==> config.mk <==
export PLATFORM = sky130hd
export DESIGN_NAME = rr_queue_scheduler
export DESIGN_NICKNAME = d
export VERILOG_FILES = /design/src/rtl/rr_queue_scheduler.sv
export SDC_FILE = /design/constraint.sdc
export NUM_CORES = 1
export LEC_CHECK = 0
export ABC_AREA = 1
export CAP_MARGIN = 10
export CORE_ASPECT_RATIO = 0.75
export CORE_UTILIZATION = 40
export DETAILED_ROUTE_END_ITERATION = 8
export PLACE_DENSITY = 0.76
export SETUP_SLACK_MARGIN = 0.02
export SLEW_MARGIN = 20
export SYNTH_ARGS = -nofsm -noshare
export SYNTH_HDL_FRONTEND = slang
export SYNTH_SLANG_ARGS = --single-unit
==> constraint.sdc <==
create_clock -name clk -period 2.6 [get_ports clk]
set_input_delay 0.39 -clock clk [delete_from_list [all_inputs] [get_ports clk]]
set_output_delay 0.39 -clock clk [all_outputs]
set_load 0.01 [all_outputs]
==> src/rtl/rr_queue_scheduler.sv <==
// Packet-granular round-robin scheduler: offers the next eligible queue after last_sel over
// valid/ready, then holds the grant until pkt_done. Optional counters under RR_SCHED_STATS_EN.
module rr_queue_scheduler #(
  parameter int unsigned QUEUE_COUNT = 8,
  parameter int unsigned SEL_WIDTH   = $clog2(QUEUE_COUNT)
) (
  input  logic                   clk,
  input  logic                   rst,
  input  logic [QUEUE_COUNT-1:0] queue_req,
  input  logic [QUEUE_COUNT-1:0] queue_en,
  output logic [SEL_WIDTH-1:0]   m_sel,
  output logic                   m_sel_valid,
  input  logic                   m_sel_ready,
  input  logic                   pkt_done,
  output logic                   busy,
  output logic [SEL_WIDTH-1:0]   last_sel
`ifdef RR_SCHED_STATS_EN
  ,
  output logic [31:0]            stat_grant_count,
  output logic [31:0]            stat_idle_cycles
`endif
);

  typedef enum logic [1:0] {StIdle, StOffer, StBusy} state_e;

  state_e                 state_q, state_d;
  logic [SEL_WIDTH-1:0]   m_sel_q, m_sel_d;
  logic [SEL_WIDTH-1:0]   last_sel_q, last_sel_d;
  logic                   m_sel_valid_q, m_sel_valid_d;
  logic                   busy_q, busy_d;
  logic [QUEUE_COUNT-1:0] eligible;
  logic                   found_hi, found_lo;
  logic [SEL_WIDTH-1:0]   hi_idx, lo_idx, next_sel;
  logic                   handshake;
  logic                   idle_empty;

  assign eligible = queue_req & queue_en;

  // Descending scan so the lowest matching index wins in each half of the circle.
  always_comb begin
    found_hi = 1'b0;
    found_lo = 1'b0;
    hi_idx   = '0;
    lo_idx   = '0;
    for (int i = QUEUE_COUNT - 1; i >= 0; i--) begin
      if (eligible[i] && (SEL_WIDTH'(i) > last_sel_q)) begin
        found_hi = 1'b1;
        hi_idx   = SEL_WIDTH'(i);
      end
      if (eligible[i] && (SEL_WIDTH'(i) < last_sel_q)) begin
        found_lo = 1'b1;
        lo_idx   = SEL_WIDTH'(i);
      end
    end
    // Neither half hit while something is eligible: last_sel is the sole requester.
    next_sel = found_hi ? hi_idx : (found_lo ? lo_idx : last_sel_q);
  end

  always_comb begin
    state_d       = state_q;
    m_sel_d       = m_sel_q;
    m_sel_valid_d = m_sel_valid_q;
    busy_d        = busy_q;
    last_sel_d    = last_sel_q;
    handshake     = 1'b0;
    idle_empty    = 1'b0;
    unique case (state_q)
      StIdle: begin
        if (|eligible) begin
          m_sel_d       = next_sel;
          m_sel_valid_d = 1'b1;
          state_d       = StOffer;
        end else begin
          idle_empty = 1'b1;
        end
      end
      StOffer: begin
        if (m_sel_valid_q && m_sel_ready) begin
          handshake     = 1'b1;
          last_sel_d    = m_sel_q;
          m_sel_valid_d = 1'b0;
          if (pkt_done) begin
            state_d = StIdle;
          end else begin
            busy_d  = 1'b1;
            state_d = StBusy;
          end
        end
      end
      StBusy: begin
        if (pkt_done) begin
          busy_d  = 1'b0;
          state_d = StIdle;
        end
      end
      default: state_d = StIdle;
    endcase
  end

  always_ff @(posedge clk) begin
    if (rst) begin
      state_q       <= StIdle;
      m_sel_q       <= '0;
      m_sel_valid_q <= 1'b0;
      busy_q        <= 1'b0;
      last_sel_q    <= SEL_WIDTH'(QUEUE_COUNT - 1);
    end else begin
      state_q       <= state_d;
      m_sel_q       <= m_sel_d;
      m_sel_valid_q <= m_sel_valid_d;
      busy_q        <= busy_d;
      last_sel_q    <= last_sel_d;
    end
  end

  assign m_sel       = m_sel_q;
  assign m_sel_valid = m_sel_valid_q;
  assign busy        = busy_q;
  assign last_sel    = last_sel_q;

`ifdef RR_SCHED_STATS_EN
  logic [31:0] grant_cnt_q, idle_cnt_q;

  always_ff @(posedge clk) begin
    if (rst) begin
      grant_cnt_q <= '0;
      idle_cnt_q  <= '0;
    end else begin
      if (handshake) grant_cnt_q <= grant_cnt_q + 32'd1;
      if (idle_empty) idle_cnt_q <= idle_cnt_q + 32'd1;
    end
  end

  assign stat_grant_count = grant_cnt_q;
  assign stat_idle_cycles = idle_cnt_q;
`else
  logic unused_stats;
  assign unused_stats = handshake ^ idle_empty;
`endif

endmodule
Yosys cells after proc, flatten, opt, wreduce, memory -nomap -nowiden
Index checks and enable logic that the tools add are counted.
{ "totals": {"word_cells": 100, "inputBits": 20, "register_bits": 10} }
{ "op_classes": {"n_eq_ne": 6, "n_lt_le_gt_ge": 16, "bitwise_logic": 1, "n_mux": 46, "n_reduce_logical": 26} }
{ "op_table": {"columns": ["operator", "n"], "rows": [
  ["$mux W3", 18],
  ["$mux W1", 21],
  ["$logic_and A1 B1 Y1", 17],
  ["$gt A3 B3 Y1 const A", 4],
  ["$lt A3 B3 Y1 const A", 4],
  ["$and A8 B8 Y8", 1],
  ["$mux W2", 4],
  ["$ne A2 B2 Y1 const B", 4],
  ["$reduce_or A8 Y1", 1],
  ["$gt A1 B3 Y1 const A", 2],
  ["$gt A2 B3 Y1 const A", 2],
  ["$lt A1 B3 Y1 const A", 2],
  ["$lt A2 B3 Y1 const A", 2],
  ["$pmux W2 S3", 1],
  ["$reduce_and A3 Y1", 2],
  ["$pmux W1 S2", 2],
  ["$reduce_and A2 Y1", 2],
  ["$reduce_and A4 Y1", 1],
  ["$reduce_bool A2 Y1", 2],
  ["$eq A2 B1 Y1 const B", 1],
  ["$eq A2 B2 Y1 const B", 1],
  ["$logic_not A2 Y1", 1]
]} }

Depth between registers and ports, before layout
{ "logic_depth": {"word_depth": 12, "depth_mapped": 12} }

Worst setup path before layout
Ideal clock, no wire load.
{ "synth_path": {"kind": "input to register", "startpoint": "input queue_req[4]", "endpoint": "register m_sel_q[0] (netlist: m_sel[0])", "n_path_buf": 0, "stages": 8, "arrival_time_ps": 1200, "setup_ps": 109, "setup_slack_ps": 1291, "path_cell_list": "nand2_1 -> nand4_1 -> o21ai_0 -> inv_1 -> nor2_1 -> nor2_1 -> nand2_1 -> inv_1"} }
{ "synth_between": {"elab_chain_len": 9, "elab_cells_between_ends": 27} }
{ "synth_lines": {"columns": ["item", "line_no", "source"], "rows": [
  ["start: declaration", "9", "input logic [QUEUE_COUNT-1:0] queue_req,"],
  ["$and A8 B8 Y8 (*)", "37", "assign eligible = queue_req & queue_en;"],
  ["$logic_and A1 B1 Y1", "50", "if (eligible[i] && (SEL_WIDTH'(i) < last_sel_q)) begin"],
  ["$mux W3 / $mux W1 (equally long branches) (5 in series)", "50", null],
  ["$mux W3 (2 in series)", "56", "next_sel = found_hi ? hi_idx : (found_lo ? lo_idx : last_sel_q);"],
  ["end signal: assignment", "109", "m_sel_q <= m_sel_d;"],
  ["end: declaration", "27", "logic [SEL_WIDTH-1:0] m_sel_q, m_sel_d;"]
]} }
Mark *: on every way between the ends. The rest lies on a longest branch, timed or not.
A chain may end at the register's enable or synchronous reset.

Worst setup path in the final report
{ "layout_path": {"startpoint": "register last_sel_q[2] (netlist: last_sel[2])", "endpoint": "output last_sel[2]"} }
{ "layout_lines": {"columns": ["item", "line_no", "source"], "rows": [
  ["start: declaration", "28", "logic [SEL_WIDTH-1:0] last_sel_q, last_sel_d;"],
  ["start signal: assignment", "106", "last_sel_q <= SEL_WIDTH'(QUEUE_COUNT - 1);"],
  ["start signal: assignment", "112", "last_sel_q <= last_sel_d;"],
  ["end: declaration", "16", "output logic [SEL_WIDTH-1:0] last_sel"]
]} }
No word-level cell between the ends.

==> results by group <==
Logic synthesis
  – FF+latch count, synth: 10
  – Synth Warn #: 0
  – Syn nets: 148
  – Synth top area share: 26.89%
  – Cell taking the most area after synthesis: dfxtp_1
  – Distinct cell type count after synthesis: 18
  – Sequential area share after synthesis: 26.89%
  – Avg Inst Size Synth: approximately 5.8 um2
  – Mapped Area: about 740 um2
  – Cells after Synth: 128
  – Top cells by area, synth: dfxtp_1, nand2_1, inv_1

GRT
  – Met1 Resource Use GR: between 20% and 30%
  – Gr busiest metal: met2
  – Initial antenna violation count: 0
  – Vias in the first global route: 771
  – GRT met2 Usage: a little under two fifths
  – Met3 usage: 6.589%
  – Grt total ovfl: 0
  – GRT Total Usage: between 20% and 30%
  – First-pass GRT wire length: 3180 um
  – Pin count of the biggest net entering global routing: 9

Die
  – Core box area: 0.001740 mm2
  – Die area: 0.002039 mm2
  – Core Rows: 13
  – IO Pins: 28
  – DIE WIDTH: roughly 52 um
  – Die extent in y: ~39 um
  – Starting density of the core: 42.77%

Finish
  – Antenna diodes: 0
  – Most common cell after layout, fill and taps aside: nand2_1
  – Final core occ: roughly three fifths
  – Multi-input logic area: 469.2 um2
  – Share of cells above drive strength 1: 11.39%
  – Final net count: between 150 and 200
  – FF+latch area: 200.2 um2
  – Layout fillers: roughly 180
  – Most frequent cells in the layout: nand2_1, clkdlybuf4s50_1, inv_1, nor2_1, dfxtp_1
  – Layout area overhead: 43.03%

Clocking
  – Clock Tree Buf Depth: 2
  – Clock sink count: 10
  – Hold_buf cts: 0
  – CTS H-tree depth: 1
  – Post-CTS sizing: 0
  – CTS tree: done
  – Clk Latency, worst-skew pair: 0.26 ns
  – Setup Buffers After CTS: 0
  – Clk slew on worst S/H paths: around 0.06 ns
  – CTS Root Cell: clkbuf_4
  – Num CTS Buffers: 3

STA
  – Max-slew violation count: 0
  – Final setup margin: 0.8628 ns
  – RSZ-0062 raised after global routing: no
  – Hold Vio Cnt, Final: 0
  – Final setup violation count: 0
  – Skew final: 0.009417 ns
  – Worst-margin pin slew: 0.4892 ns
  – Final setup TNS: 0 ns
  – Fin crit share: 66.82%
  – Final min period: 1.737 ns
  – Slew headroom: 67.21%
  – Hold slack final: between 0.4 and 0.5 ns
  – Peak Freq: 575.6 MHz

Critical path
  – Buf/Inv on CP: 1
  – CP peak stage delay: 0.60 ns
  – Worst path slowest cell: clkdlybuf4s50_1
  – Reg2reg start: last_sel[2]
  – R2r worst-path depth: 11
  – R2r setup slk: roughly 1.1 ns
  – Nature of the critical path endpoint: output port
  – Path type of the worst setup path: flop to output port
  – Reg2Reg Capture Point: m_sel[0]
  – Crit path required time: 2.21 ns
  – CP delay by family, top: buffers and inverters
  – WP data arrival: 1.35 ns
  – Max Fanout on Critical Path: 7
  – Worst path cell trace: clkdlybuf4s50_1
  – Critical path startpoint category: flop

Pwr
  – Sw frac: 31.88%
  – Pleak: 0.5799 nW
  – Pwr dens: 406.6 mW/mm2
  – Net Sw Power: 0.1380 mW
  – Internal Power: 0.2949 mW
  – Combinational Power Share: 34.7%
  – Clk pwr share: 23.6%
  – Seq pwr share: 41.7%
  – Worst vdd ir: approximately 400 uV

Placed design
  – Port Buffers: 27
  – Worst slack, placed: around 0.66 ns
  – Final HPWL DP: 1680 um
  – GP Congestion: roughly 0.88

Route
  – Drt total wl: approximately 2000 um
  – Vias per inst: 4.767
  – Final ANT Viol Nets: 0
  – DRT iter0 DRCs: 24
  – Wire per inst: 11.04 um
  – Via count: 858
  – DRC violations left: 1
  – TritonRoute pass-1 iters: 7

Run status
  – Outcome: complete, but fails checks
  – Violations in the final reports: design-rule violations

Hold path
  – Hold Crit Class: flop to flop
  – Worst Min Path Start: busy
  – Worst Hold End: busy
  – Hold path cells: 2

Flow run
  – Max-cap viol count: 0
## power by group through the flow
stage                     Combinational (mW)  Sequential, mW  Clock, mW
after floorplan                       0.0739           0.187          0
after global placement                 0.146           0.184          0
after detailed placement               0.149           0.184          0
after CTS                              0.150           0.180      0.104
after global routing                   0.168           0.182      0.112
final                                  0.150           0.180      0.102
## flip-flops by register name (all words and copies together) (netlist names)
register	cells
m_sel_valid	1
state_q	2
last_sel	3
m_sel	3
busy	1
## worst max path at each step
| stage | startpoint | slack [ns] | depth (start not counted) | end |
|---|---|---|---|---|
| 2_1_floorplan | queue_req[4] | 1.29 | 8 | m_sel[0] |
| 3_3_place_gp | queue_req[6] | 0.70 | 9 | m_sel[0] |
| 3_5_place_dp | queue_req[6] | 0.66 | 9 | m_sel[0] |
| 4_1_cts | last_sel[2] | 0.85 | 1 | last_sel[2] |
| 5_1_grt | queue_en[6] | 0.77 | 9 | m_sel[0] |
| 6_report | last_sel[2] | 0.86 | 1 | last_sel[2] |
## final cells by class
cell class	instances	share of cell area [%]
clock buffer	3	2.115
inverter	20	7.051
multi-input combinational	98	44.07
sequential	10	18.80
tap	22	2.585
timing repair buffer	27	25.38
## synth_stat cells (all sizes together)
cell type,instances
nor2,16
o21bai,1
a21oi,8
inv,20
nor3,2
nand2,50
nand4,2
o21ai,4
dfxtp,10
nand3,11
o211ai,3
and2,1
## metrics by stage
stage                     std cells  total power, mW  instance area, um2
after floorplan                 128           0.2608               744.5
after global placement          177           0.3303                1042
after detailed placement        177           0.3328                1042
after CTS                       180           0.4350                1065
after global routing            180           0.4623                1065
final                           180           0.4329                1065
## cells by family (layout without fill, tap and decap cells)
kind of cell,Yosys count,in the layout,synth area share (%)
buffers and inverters,20,50,10.08
DFF,10,10,26.89
and+or+nand+nor,82,82,50.92
AOI/OAI and AO/OA,16,16,12.10
## routing by layer
metal | vias to the layer above | part of all wire, %
met5 | - | 0
met4 | 0 | 0
met3 | 0 | 5.4
met2 | 23 | 46
met1 | 370 | 48
li1 | 465 | -
Note: power is estimated with default switching activity, not from simulation.
